### src/rtl/byte_serial_adder.sv
// ---------------------------------------------------------------------------
// byte_serial_adder
//
// Purpose:
//   Sequences a wide add or subtract through an external, purely
//   combinational 8-bit carry-lookahead adder. Each RUN cycle sends one byte
//   to the adder, least-significant byte first. The adder's carry out is
//   kept as the carry in for the next byte. After the last byte, the block
//   presents the assembled result with carry, signed-overflow and zero flags.
//
// Parameters:
//   NUM_BYTES  operand width in bytes (2..16); W = 8*NUM_BYTES
//
// Ports:
//   clk, rst             rising-edge clock, asynchronous active-high reset
//   in_valid, in_ready   operand handshake (in_ready high only in IDLE)
//   op_a, op_b           W-bit operands
//   carry_in             external carry (ignored when sub=1)
//   sub                  1 = A - B, computed as A + ~B + 1
//   cla_in1, cla_in2     byte operands driven to the external adder
//   cla_cin              carry driven to the external adder
//   cla_sum, cla_cout    sum byte and carry sampled from the external adder
//   out_valid, out_ready result handshake
//   result               W-bit sum, modulo 2^W
//   carry_out            final carry (for subtract, 1 = no borrow)
//   overflow             two's-complement overflow
//   zero                 result == 0
// ---------------------------------------------------------------------------
module byte_serial_adder #(
  parameter  int NUM_BYTES = 4,
  localparam int W         = 8 * NUM_BYTES
) (
  input  logic         clk,
  input  logic         rst,
  input  logic         in_valid,
  output logic         in_ready,
  input  logic [W-1:0] op_a,
  input  logic [W-1:0] op_b,
  input  logic         carry_in,
  input  logic         sub,
  output logic [7:0]   cla_in1,
  output logic [7:0]   cla_in2,
  output logic         cla_cin,
  input  logic [7:0]   cla_sum,
  input  logic         cla_cout,
  output logic         out_valid,
  input  logic         out_ready,
  output logic [W-1:0] result,
  output logic         carry_out,
  output logic         overflow,
  output logic         zero
);

  localparam int IDX_W = $clog2(NUM_BYTES);

  typedef enum logic [1:0] {
    IDLE,
    RUN,
    DONE
  } state_t;

  state_t           state;
  state_t           state_next;
  logic [IDX_W-1:0] idx;
  logic             carry_reg;
  logic [W-1:0]     a_reg;
  logic [W-1:0]     b_reg;
  logic [W-1:0]     result_merged;
  logic             last_byte;

  assign last_byte = (idx == IDX_W'(NUM_BYTES - 1));

  // The result with the byte currently being produced by the adder already
  // written in. The zero flag is computed from this value, so the flag is
  // ready on the same edge that stores the final byte.
  always_comb begin
    result_merged = result;
    result_merged[idx*8 +: 8] = cla_sum;
  end

  // State register. Because the reset is asynchronous, asserting it
  // mid-operation drops straight back to IDLE and abandons the partial sum.
  always_ff @(posedge clk or posedge rst) begin
    if (rst) begin
      state <= IDLE;
    end else begin
      state <= state_next;
    end
  end

  // Next-state logic and handshake/adder outputs. Outside RUN, the adder
  // pins are held at zero so the external adder sees quiescent inputs.
  always_comb begin
    state_next = state;
    in_ready   = 1'b0;
    out_valid  = 1'b0;
    cla_in1    = 8'h00;
    cla_in2    = 8'h00;
    cla_cin    = 1'b0;
    case (state)
      IDLE: begin
        in_ready = 1'b1;
        if (in_valid) begin
          state_next = RUN;
        end
      end
      RUN: begin
        cla_in1 = a_reg[idx*8 +: 8];
        cla_in2 = b_reg[idx*8 +: 8];
        cla_cin = carry_reg;
        if (last_byte) begin
          state_next = DONE;
        end
      end
      DONE: begin
        out_valid = 1'b1;
        if (out_ready) begin
          state_next = IDLE;
        end
      end
      default: begin
        state_next = IDLE;
      end
    endcase
  end

  // Datapath. Operands are captured on accept, with B already inverted for
  // subtraction so RUN only ever adds. Each RUN edge stores one sum byte
  // and the carry for the next byte. The flags are registered on the edge
  // that stores the last byte, and they then hold through DONE.
  always_ff @(posedge clk or posedge rst) begin
    if (rst) begin
      idx       <= '0;
      carry_reg <= 1'b0;
      a_reg     <= '0;
      b_reg     <= '0;
      result    <= '0;
      carry_out <= 1'b0;
      overflow  <= 1'b0;
      zero      <= 1'b0;
    end else begin
      case (state)
        IDLE: begin
          if (in_valid) begin
            a_reg     <= op_a;
            b_reg     <= sub ? ~op_b : op_b;
            carry_reg <= sub ? 1'b1 : carry_in;
            idx       <= '0;
          end
        end
        RUN: begin
          result    <= result_merged;
          carry_reg <= cla_cout;
          idx       <= last_byte ? '0 : idx + 1'b1;
          if (last_byte) begin
            carry_out <= cla_cout;
            overflow  <= (a_reg[W-1] == b_reg[W-1]) && (cla_sum[7] != a_reg[W-1]);
            zero      <= (result_merged == '0);
          end
        end
        default: begin
        end
      endcase
    end
  end

endmodule

### config.mk
export PLATFORM = sky130hd
export DESIGN_NAME = byte_serial_adder
export DESIGN_NICKNAME = d
export VERILOG_FILES = /design/src/rtl/byte_serial_adder.sv
export SDC_FILE = /design/constraint.sdc
export NUM_CORES = 1
export LEC_CHECK = 0
export ABC_AREA = 1
export CAP_MARGIN = 20
export CORE_ASPECT_RATIO = 0.6
export CORE_MARGIN = 1
export CORE_UTILIZATION = 45
export CTS_CLUSTER_DIAMETER = 60
export DETAILED_ROUTE_END_ITERATION = 6
export DONT_BUFFER_PORTS = 1
export SLEW_MARGIN = 20
export SYNTH_ARGS = -nofsm -noshare
export SYNTH_HDL_FRONTEND = slang
export SYNTH_SLANG_ARGS = --single-unit
### constraint.sdc
create_clock -name clk -period 4 [get_ports clk]
set_clock_uncertainty 0.2 [all_clocks]
set_input_delay 0.8 -clock clk [delete_from_list [all_inputs] [get_ports clk]]
set_output_delay 0.8 -clock clk [all_outputs]
set_load 0.1 [all_outputs]
# Word level (Yosys, flattened, before mapping)
# Cells that the tools add are included.
op_classes:
  n_eq_ne: 8
  bitwise_logic: 1
  mux: 17
  shifts: 4
  reduce_logical: 8
  addsub: 2
op_table:
  columns: ["cell", "count"]
  rows:
  - ["$shiftx A32 B6 Y8", 2]
  - ["$neg A5 Y34", 1]
  - ["$shift A8 B34 Y32 const A", 1]
  - ["$shiftx A8 B34 Y32", 1]
  - ["$bwmux W32", 1]
  - ["$logic_not A32 Y1", 1]
  - ["$mux W32", 1]
  - ["$not A32 Y32", 1]
  - ["$mux W8", 2]
  - ["$mux W2", 5]
  - ["$ne A2 B2 Y1 const B", 3]
  - ["$pmux W2 S3", 1]
  - ["$reduce_and A2 Y1", 3]
  - ["$mux W1", 5]
  - ["$eq A2 B2 Y1 const B", 2]
  - ["$pmux W2 S2", 1]
  - ["$reduce_and A3 Y1", 1]
  - ["$add A2 B1 Y2 const B", 1]
  - ["$eq A2 B1 Y1 const B", 1]
  - ["$logic_not A2 Y1", 1]
  - ["$pmux W1 S2", 1]
  - ["$reduce_bool A2 Y1", 1]
  - ["$eq A1 B1 Y1", 1]
  - ["$logic_and A1 B1 Y1", 1]
  - ["$ne A1 B1 Y1", 1]
totals:
  reg_bits: 104
  word_cells: 49

# Longest topological paths before layout
# Gate-level depths: netlist (run 1).
depth:
  word_depth: 4
  depth_mapped: 17
  depth_no_buf: 13

# Worst setup path before layout (run 1)
# Ideal clock, no wire load.
synth_path:
  path_type: "register to output"
  from: "register idx[0]"
  to: "output port cla_in1[6]"
  setup_slack_ps: 348
  stages_incl_launch_ff: 7
  path_buffers: 3
  arrival_ps: 2652
  path_cell_list: "dfrtp_1 buf_2 buf_6 inv_2 clkbuf_1 o21ai_0 a21oi_1"
synth_via:
  elab_chain_len: 2
synth_rtl:
  columns: ["element", "line_no", "source"]
  rows:
  - ["start, declared", "64", "logic [IDX_W-1:0] idx;"]
  - ["start signal, assigned", "154", "idx <= last_byte ? '0 : idx + 1'b1;"]
  - ["$shiftx A32 B6 Y8", "108", "cla_in1 = a_reg[idx*8 +: 8];"]
  - ["$mux W8", "100", "case (state)"]
  - ["end, declared", "41", "output logic [7:0] cla_in1,"]
# Every way passes these cells.

# Final worst setup path (run 1)
layout_path:
  from: "register idx[0]"
  to: "output port cla_in2[6]"
layout_via:
  elab_chain_len: 2
layout_rtl:
  columns: ["element", "line_no", "source"]
  rows:
  - ["$shiftx A32 B6 Y8", "109", "cla_in2 = b_reg[idx*8 +: 8];"]
  - ["$mux W8", "100", null]
  - ["end, declared", "42", "output logic [7:0] cla_in2,"]
# Every way passes these cells.

==> metrics.md, run 1 <==
| Metric | Value |
|---|---|
| Status | `finished, final reports clean` |
| Syn Inst Count | `740` |
| Starting Density | `47.30%` |
| Max Cap Viol | `0` |
| Slew @ Worst Pin | `1.060 ns` |
| Layout fillers | `roughly 1100` |
| Row Count | `30` |
| Worst path bufs/invs | `2` |
| Worst R2R Start | `idx[0]` |
| Period minus WS final | `~3.4 ns` |
| Top cell type's share of synthesized area | `47.43%` |
| # IOs | `133` |
| CP delay by family, top | `flip-flops` |
| Layout cells sized above 1 | `between 10% and 20%` |
| Grt total ovfl | `0` |
| Initial antenna violation count | `0` |
| Final nets | `820` |
| Drt wl/cell | `roughly 17 microns` |
| Worst setup SP type | `flip-flop` |
| TritonCTS clock tree | `done` |
| Vias per inst | `5.142` |
| Fin crit share | `a little over four fifths` |
| Final hold vios | `0` |
| Crit path max fanout | `44` |
| H-tree depth | `3` |
| Syn_nets | `825` |
| Worst Path Arrival | `approximately 2.4 ns` |
| Worst Setup SP | `idx[0]` |
| Number of remaining DRC errors | `0` |
| Seq/Total Area, Yosys | `between 40% and 50%` |
| CTS Buf Count | `9` |
| Max Freq | `295.5 MHz` |
| Post-synth cell types | `24` |
| Root buffer cell | `clkbuf_16` |
| Die area | `12650 sq um` |
| Sink Count | `104` |
| Iteration-0 DRC Markers | `440` |
| Final setup fails | `0` |
| HPWL Detailed | `~11000 microns` |
| Global-route wire length before repair | `23320 microns` |
| Die width | `about 140 microns` |
| Drt pass-1 iters | `5` |
| Min-delay worst type | `in2async` |
| Post-CTS Setup Bufs | `0` |
| Reg clk slew, reported paths | `0.07 ns` |
| CP endpoint kind | `primary output` |
| Synth Flop Type | `dfrtp_1` |
| DRT antenna net count | `0` |
| Number of synthesized register bits | `104` |
| Setup_tns | `0 ns` |
| CTS Hold Bufs | `0` |
| Synthesized area per cell | `7.414 sq um` |
| Gr usage total | `25.05%` |
| Pins over their slew limit | `0` |
| Worst path slowest cell | `dfrtp_2` |
| Routability Congestion | `0.9522` |
| Max Root-Sink Buffers | `2` |
| Synth Warn # | `0` |
| Resized cells post-CTS | `0` |
| Count of input and output buffers | `0` |
| Post-synth EDFFs | `0` |
| Later-pin clock latency in the skew report | `0.34 ns` |
| Largest net degree at the start of global routing | `89` |
| Overall via count from detail_route | `4628` |
| Crit Path Category | `reg2out` |
| Synth area leaders | `dfrtp_1, nand2_1, o21ai_0` |
| Worst path cell trace | `inv_2 > o21ai_0 > a21oi_2 > buf_4` |
| Final wirelength | `15090 microns` |
| Cell area after synthesis | `between 5000 and 6000 sq um` |
| RSZ-0062 raised after global routing | `false` |
| Chip height | `87.53 microns` |
| Asr flop ratio synth | `100.0%` |
| Largest area contributor in the netlist | `dfrtp_1` |
| WP data required | `approximately 3 ns` |
| Layout area overhead | `10.33%` |
| CP peak stage delay | `0.83 ns` |
| Slew HR | `29.26%` |
| Core box area | `11600 sq um` |
| Vias in the first global route | `~4100` |
| Diodes inserted | `0` |
## cell usage after synthesis, types with 2 or more instances
cell      instances
o31ai_1           2
o21ai_0         102
inv_2            10
clkbuf_1         16
buf_2            20
inv_1            57
nor2_2            3
dfrtp_1         104
o211ai_1          2
nand2_1         212
xnor2_1          32
nand3_1          21
ha_1              6
nor2_1          112
o21ai_1           5
buf_1             2
a21oi_1          27
## stage by stage
stage	instance area, sq um	utilization, %	worst slack [ns]	hold WS [ns]	cells
floorplan	5487	-	0.2678	0.2436	740
global placement	5767	49.72	1.036	0.2582	884
detailed placement	5767	49.72	1.006	0.2637	884
CTS	6053	52.19	0.6269	0.2827	900
global route	6053	52.19	0.4488	0.2864	900
finish	6053	52.19	0.6160	0.2801	900
## layer usage
| metal | wire [microns] | track usage [%] | part of all wire [%] |
|---|---|---|---|
| met5 | 0 | 0 | 0 |
| met4 | 84 | 4.593 | 0.56 |
| met3 | 1465 | 6.452 | 9.7 |
| met2 | 5457 | 29.46 | 36 |
| met1 | 8087 | 43.26 | 54 |
## path summary, 6_finish.rpt
| check | end | slack, ns | cells past startpoint |
|---|---|---|---|
| min in group clk | a_reg[7] | 0.28 | 2 |
| worst min register to register | a_reg[7] | 0.28 | 2 |
| worst max register to register | zero | 0.94 | 12 |
| worst min-delay path | result[5] | 0.28 | 1 |
| max in group asynchronous | a_reg[17] | 2.56 | 2 |
| worst max-delay path | cla_in2[6] | 0.62 | 4 |
## cells by family (layout without fill, tap and decap cells)
| family | Yosys count | after routing | share of synthesized area (%) |
|---|---|---|---|
| compound gates | 140 | 140 | 13.04 |
| xor+xnor | 32 | 32 | 5.108 |
| fa+ha+maj | 6 | 6 | 1.368 |
| buf+inv | 106 | 106 | 7.845 |
| flops | 104 | 104 | 47.43 |
| simple gates | 352 | 352 | 25.20 |
## area by class of cell
| type | count | area (sq um) | area share [%] |
|---|---|---|---|
| multi-input cells | 530 | 2524 | 41.69 |
| flip-flops and latches | 104 | 2604 | 43.01 |
| inverters | 67 | 254.0 | 4.196 |
| clock buffers | 10 | 239.0 | 3.948 |
| well taps | 160 | 200.2 | 3.307 |
| clock inverters | 6 | 47.55 | 0.7854 |
| repair buffers | 23 | 185.2 | 3.059 |
## worst register-to-register path, stage by stage (launching register included)
cell and delay [ns]:
dfrtp_2 0.83, inv_2 0.38, ha_1 0.54, nor2_2 0.07, nand2_2 0.15, nor2_1 0.09
nor2_1 0.12, nand2_1 0.07, nor2_1 0.11, nand2_1 0.07, nor2_1 0.22, nand2_1 0.08
nand2_1 0.06
## cells in the final DEF, fill, tap and decap left out, drive strengths merged
cell / n
clkinv: 1
o21ai: 107
o221ai: 1
inv: 71
clkinvlp: 1
ha: 6
a21oi: 27
o31ai: 2
nand3b: 1
a31oi: 1
buf: 23
nand3: 22
dfrtp: 104
nor2: 116
nand2: 213
o211ai: 2
xnor2: 32
clkbuf: 10
Power of run 1 is left out: the tool's default activity adds up to more than one toggle a clock period on the data nets, which glitch-free logic cannot reach.
==> run 2, diff against run 1 <==
clock period = 3.15 ns   (was 4 ns; I/O delays follow)
==> metrics.md, run 2 (same netlist as run 1, synthesis figures left out) <==
| Metric | Value |
|---|---|
| Number of remaining DRC errors | `0` |
| Final wirelength | `14660 microns` |
| Later-pin clock latency in the skew report | `0.34 ns` |
| Sink Count | `between 100 and 150` |
| RSZ-0062 raised after global routing | `false` |
| Pins over their slew limit | `0` |
| WP data required | `2.32 ns` |
| H-tree depth | `3` |
| FF-to-FF setup slack | `about 0.49 ns` |
| TritonCTS clock tree | `done` |
| Routability Congestion | `0.9828` |
| Count of input and output buffers | `0` |
| Overall via count from detail_route | `about 4700` |
| Post-CTS Setup Bufs | `0` |
| Met3 routed WL | `1407 microns` |
| Met1 WL | `approximately 7300 microns` |
| DRT antenna net count | `0` |
| Gr usage total | `24.35%` |
| Worst setup SP type | `flip-flop` |
| Setup_tns | `0 ns` |
| Core box area | `11600 sq um` |
| Max Root-Sink Buffers | `2` |
| Diodes inserted | `0` |
| Cell count of the worst reg-to-reg path | `11` |
| Slew HR | `35.30%` |
| Layout area overhead | `17.56%` |
| Layout cells sized above 1 | `a little over an eighth` |
| HPWL Detailed | `10760 microns` |
| Row Count | `30` |
| Period minus WS final | `2.801 ns` |
| Die width | `roughly 140 microns` |
| CTS Hold Bufs | `0` |
| Crit path max fanout | `57` |
| Worst R2R Start | `idx[0]` |
| Routed wl met2 | `between 5000 and 6000 microns` |
| Max Cap Viol | `0` |
| Min-delay worst type | `in2async` |
| Final setup fails | `0` |
| Die area | `12650 sq um` |
| Critical Path Sink | `cla_in2[0]` |
| Vias per inst | `5.063` |
| Most common cell after layout, fill and taps aside | `nand2_1` |
| Root buffer cell | `clkbuf_16` |
| # IOs | `133` |
| Initial antenna violation count | `0` |
| Grt total ovfl | `0` |
| Worst Setup SP | `idx[0]` |
| Slew @ Worst Pin | `between 0.9 and 1 ns` |
| Chip height | `87.53 microns` |
| Max Freq | `357.0 MHz` |
| CTS Buf Count | `9` |
| Worst reg2reg endpoint | `zero` |
| Fin crit share | `about 90%` |
| Vias in the first global route | `between 4000 and 5000` |
| Drt pass-1 iters | `5` |
| CP endpoint kind | `primary output` |
| Global-route wire length before repair | `23180 microns` |
| Reg clk slew, reported paths | `0.07 ns` |
| Crit Path Category | `reg2out` |
| Starting Density | `47.30%` |
| Status | `finished, final reports clean` |
| Final nets | `about 850` |
| Drt wl/cell | `15.81 microns` |
| Largest net degree at the start of global routing | `89` |
| Top sig layer | `met4` |
| Iteration-0 DRC Markers | `307` |
| Final hold vios | `0` |
| Most frequent cells in the layout | `nand2_1, nor2_1, dfrtp_1` |
| Resized cells post-CTS | `0` |
| Worst Path Arrival | `slightly below 2 ns` |
-- run 2: worst min path at each step --
stage,endpoint
finish,a_reg[14]
global route,state[1]
CTS,result[28]
detailed placement,a_reg[30]
global placement,a_reg[1]
floorplan,a_reg[24]
-- run 2: metal layers --
layer | GRT usage (%) | vias up
met4 | 5.263 | 0
met1 | 37.96 | 2147
met3 | 7.108 | 8
met2 | 32.69 | 185
met5 | 0 | -
li1 | - | 2353
-- run 2: layout make-up --
cell class,instances,area [sq um]
Tap cell,160,200.2
Clock inverter,5,38.79
Sequential cell,104,2604
Inverter,67,255.2
Fill cell,1110,5149
Multi-Input combinational cell,530,2524
Clock buffer,11,252.7
Timing Repair Buffer,50,575.6
-- run 2: worst max-delay path, cell delays in order, from the launching register on --
cell     delay (ns)
dfrtp_2        0.37
buf_4          0.50
nor2_1         0.09
nor2_1         0.11
o21ai_0        0.12
a21oi_2        0.23
buf_12         0.20
-- run 2: stage by stage --
stage          utilization, %  hold slack, ns  cells  area (sq um)  worst slack [ns]
6_report                55.61          0.1199    927          6450            0.3488
2_1_floorplan               -          0.2436    740          5550           0.02653
4_1_cts                 55.61          0.1628    927          6450            0.3323
3_3_place_gp            53.10          0.2560    911          6158            0.6040
5_1_grt                 55.61          0.1634    927          6450            0.1954
3_5_place_dp            53.10          0.2612    911          6158            0.5552
Power of run 2 is left out for the same reason.
==> run 3, diff against run 2 <==
PLACE_DENSITY = 0.69   (was default)
RECOVER_POWER = 25   (was default)
==> metrics.md, run 3 (same netlist as run 1, synthesis figures left out) <==
| Metric | Value |
|---|---|
| Status | `finished, final reports clean` |
| Slew HR | `under 10%` |
| Layout cells sized above 1 | `13.33%` |
| Drt pass-1 iters | `5` |
| CP delay by family, top | `buffers and inverters` |
| Worst R2R Start | `idx[1]` |
| Crit-path most repeated cell | `nor2_1` |
| Period minus WS final | `2.905 ns` |
| Met3 routed WL | `1463 microns` |
| Crit path max fanout | `42` |
| Most frequent cells in the layout | `nand2_1, nor2_1, dfrtp_1` |
| TritonCTS clock tree | `done` |
| Die area | `roughly 13000 sq um` |
| CTS Hold Bufs | `0` |
| Min-delay worst type | `in2reg` |
| Cell count of the worst reg-to-reg path | `12` |
| Pins over their slew limit | `0` |
| Row Count | `30` |
| Sink Count | `104` |
| Initial antenna violation count | `0` |
| Iteration-0 DRC Markers | `393` |
| Util after Layout | `55.57%` |
| CP peak stage delay | `roughly 0.55 ns` |
| Root buffer cell | `clkbuf_16` |
| Most common cell after layout, fill and taps aside | `nand2_1` |
| WHS Path Cells | `1` |
| WP data required | `2.32 ns` |
| Finished Layout Cells | `~930` |
| CP endpoint kind | `primary output` |
| H-tree depth | `3` |
| Top sig layer | `met4` |
| Worst Setup SP | `idx[0]` |
| Worst path cell trace | `buf_4 > nor2_1 > nor2_1 > o21ai_0 > a21oi_2 > buf_12` |
| Largest net degree at the start of global routing | `between 100 and 150` |
| Routed wl met2 | `5906 microns` |
| Final nets | `845` |
| Setup_tns | `0 ns` |
| Placed cell count | `909` |
| Worst path bufs/invs | `2` |
| Max Cap Viol | `0` |
| Routability Congestion | `between 0.9 and 1` |
| Hold Slack | `about 0.16 ns` |
| Die width | `~140 microns` |
| Global-route wire length before repair | `22450 microns` |
| Diodes inserted | `0` |
| Worst setup SP type | `flip-flop` |
| Later-pin clock latency in the skew report | `0.34 ns` |
| Max Root-Sink Buffers | `2` |
| Final hold vios | `0` |
| Met1 WL | `6717 microns` |
| Vias per inst | `5.117` |
| Vias in the first global route | `around 4400` |
| RSZ-0062 raised after global routing | `false` |
| Drt wl/cell | `15.33 microns` |
| Final wirelength | `approximately 14000 microns` |
| Worst path slowest cell | `dfrtp_2` |
| Crit Path Category | `reg2out` |
| Chip height | `87.53 microns` |
| Number of remaining DRC errors | `0` |
| Reg clk slew, reported paths | `0.07 ns` |
| Core box area | `11600 sq um` |
| CTS Buf Count | `9` |
| Gr usage total | `23.43%` |
| Critical Path Sink | `cla_in1[4]` |
| CP Depth | `6` |
| Worst reg2reg endpoint | `zero` |
| Layout area overhead | `17.47%` |
| Starting Density | `between 40% and 50%` |
| HPWL Detailed | `10240 microns` |
| Resized cells post-CTS | `0` |
| Count of input and output buffers | `0` |
| FF-to-FF setup slack | `0.60 ns` |
| Final setup fails | `0` |
| Overall via count from detail_route | `4733` |
| Grt total ovfl | `0` |
| Max Freq | `344.2 MHz` |
| Worst Path Arrival | `2.08 ns` |
| Post-CTS Setup Bufs | `0` |
| DRT antenna net count | `0` |
| # IOs | `133` |
| Slew @ Worst Pin | `1.438 ns` |
| Fin crit share | `92.24%` |
==> run 3: layout make-up <==
cell class | instances | area, sq um
flip-flops and latches | 104 | 2604
fillers | 1064 | 5154
clock buffers | 10 | 239.0
clock inverters | 6 | 90.09
inverters | 67 | 252.7
multi-input cells | 530 | 2524
well taps | 160 | 200.2
repair buffers | 48 | 535.5
==> run 3: how the worst min path moves through the flow <==
| stage | startpoint | endpoint | slack, ns |
|---|---|---|---|
| after detailed placement | a_reg[2] | a_reg[2] | 0.26 |
| final | out_ready | state[1] | 0.16 |
| after global placement | a_reg[5] | a_reg[5] | 0.26 |
| after CTS | rst | a_reg[10] | 0.14 |
| after floorplan | a_reg[24] | a_reg[24] | 0.24 |
| after global routing | out_ready | state[1] | 0.15 |
==> run 3: routing by layer <==
layer,global-route usage [%],up-vias
li1,-,2349
met1,34.17,2182
met2,33.44,191
met3,7.545,11
met4,5.933,0
met5,0,-
==> run 3: metrics by stage <==
stage	worst slack (ns)	cell area [sq um]
2_1_floorplan	0.02653	5550
3_3_place_gp	0.6339	6131
3_5_place_dp	0.6016	6131
4_1_cts	0.2154	6460
5_1_grt	0.08227	6445
6_report	0.2446	6445
Power of run 3 is left out for the same reason.
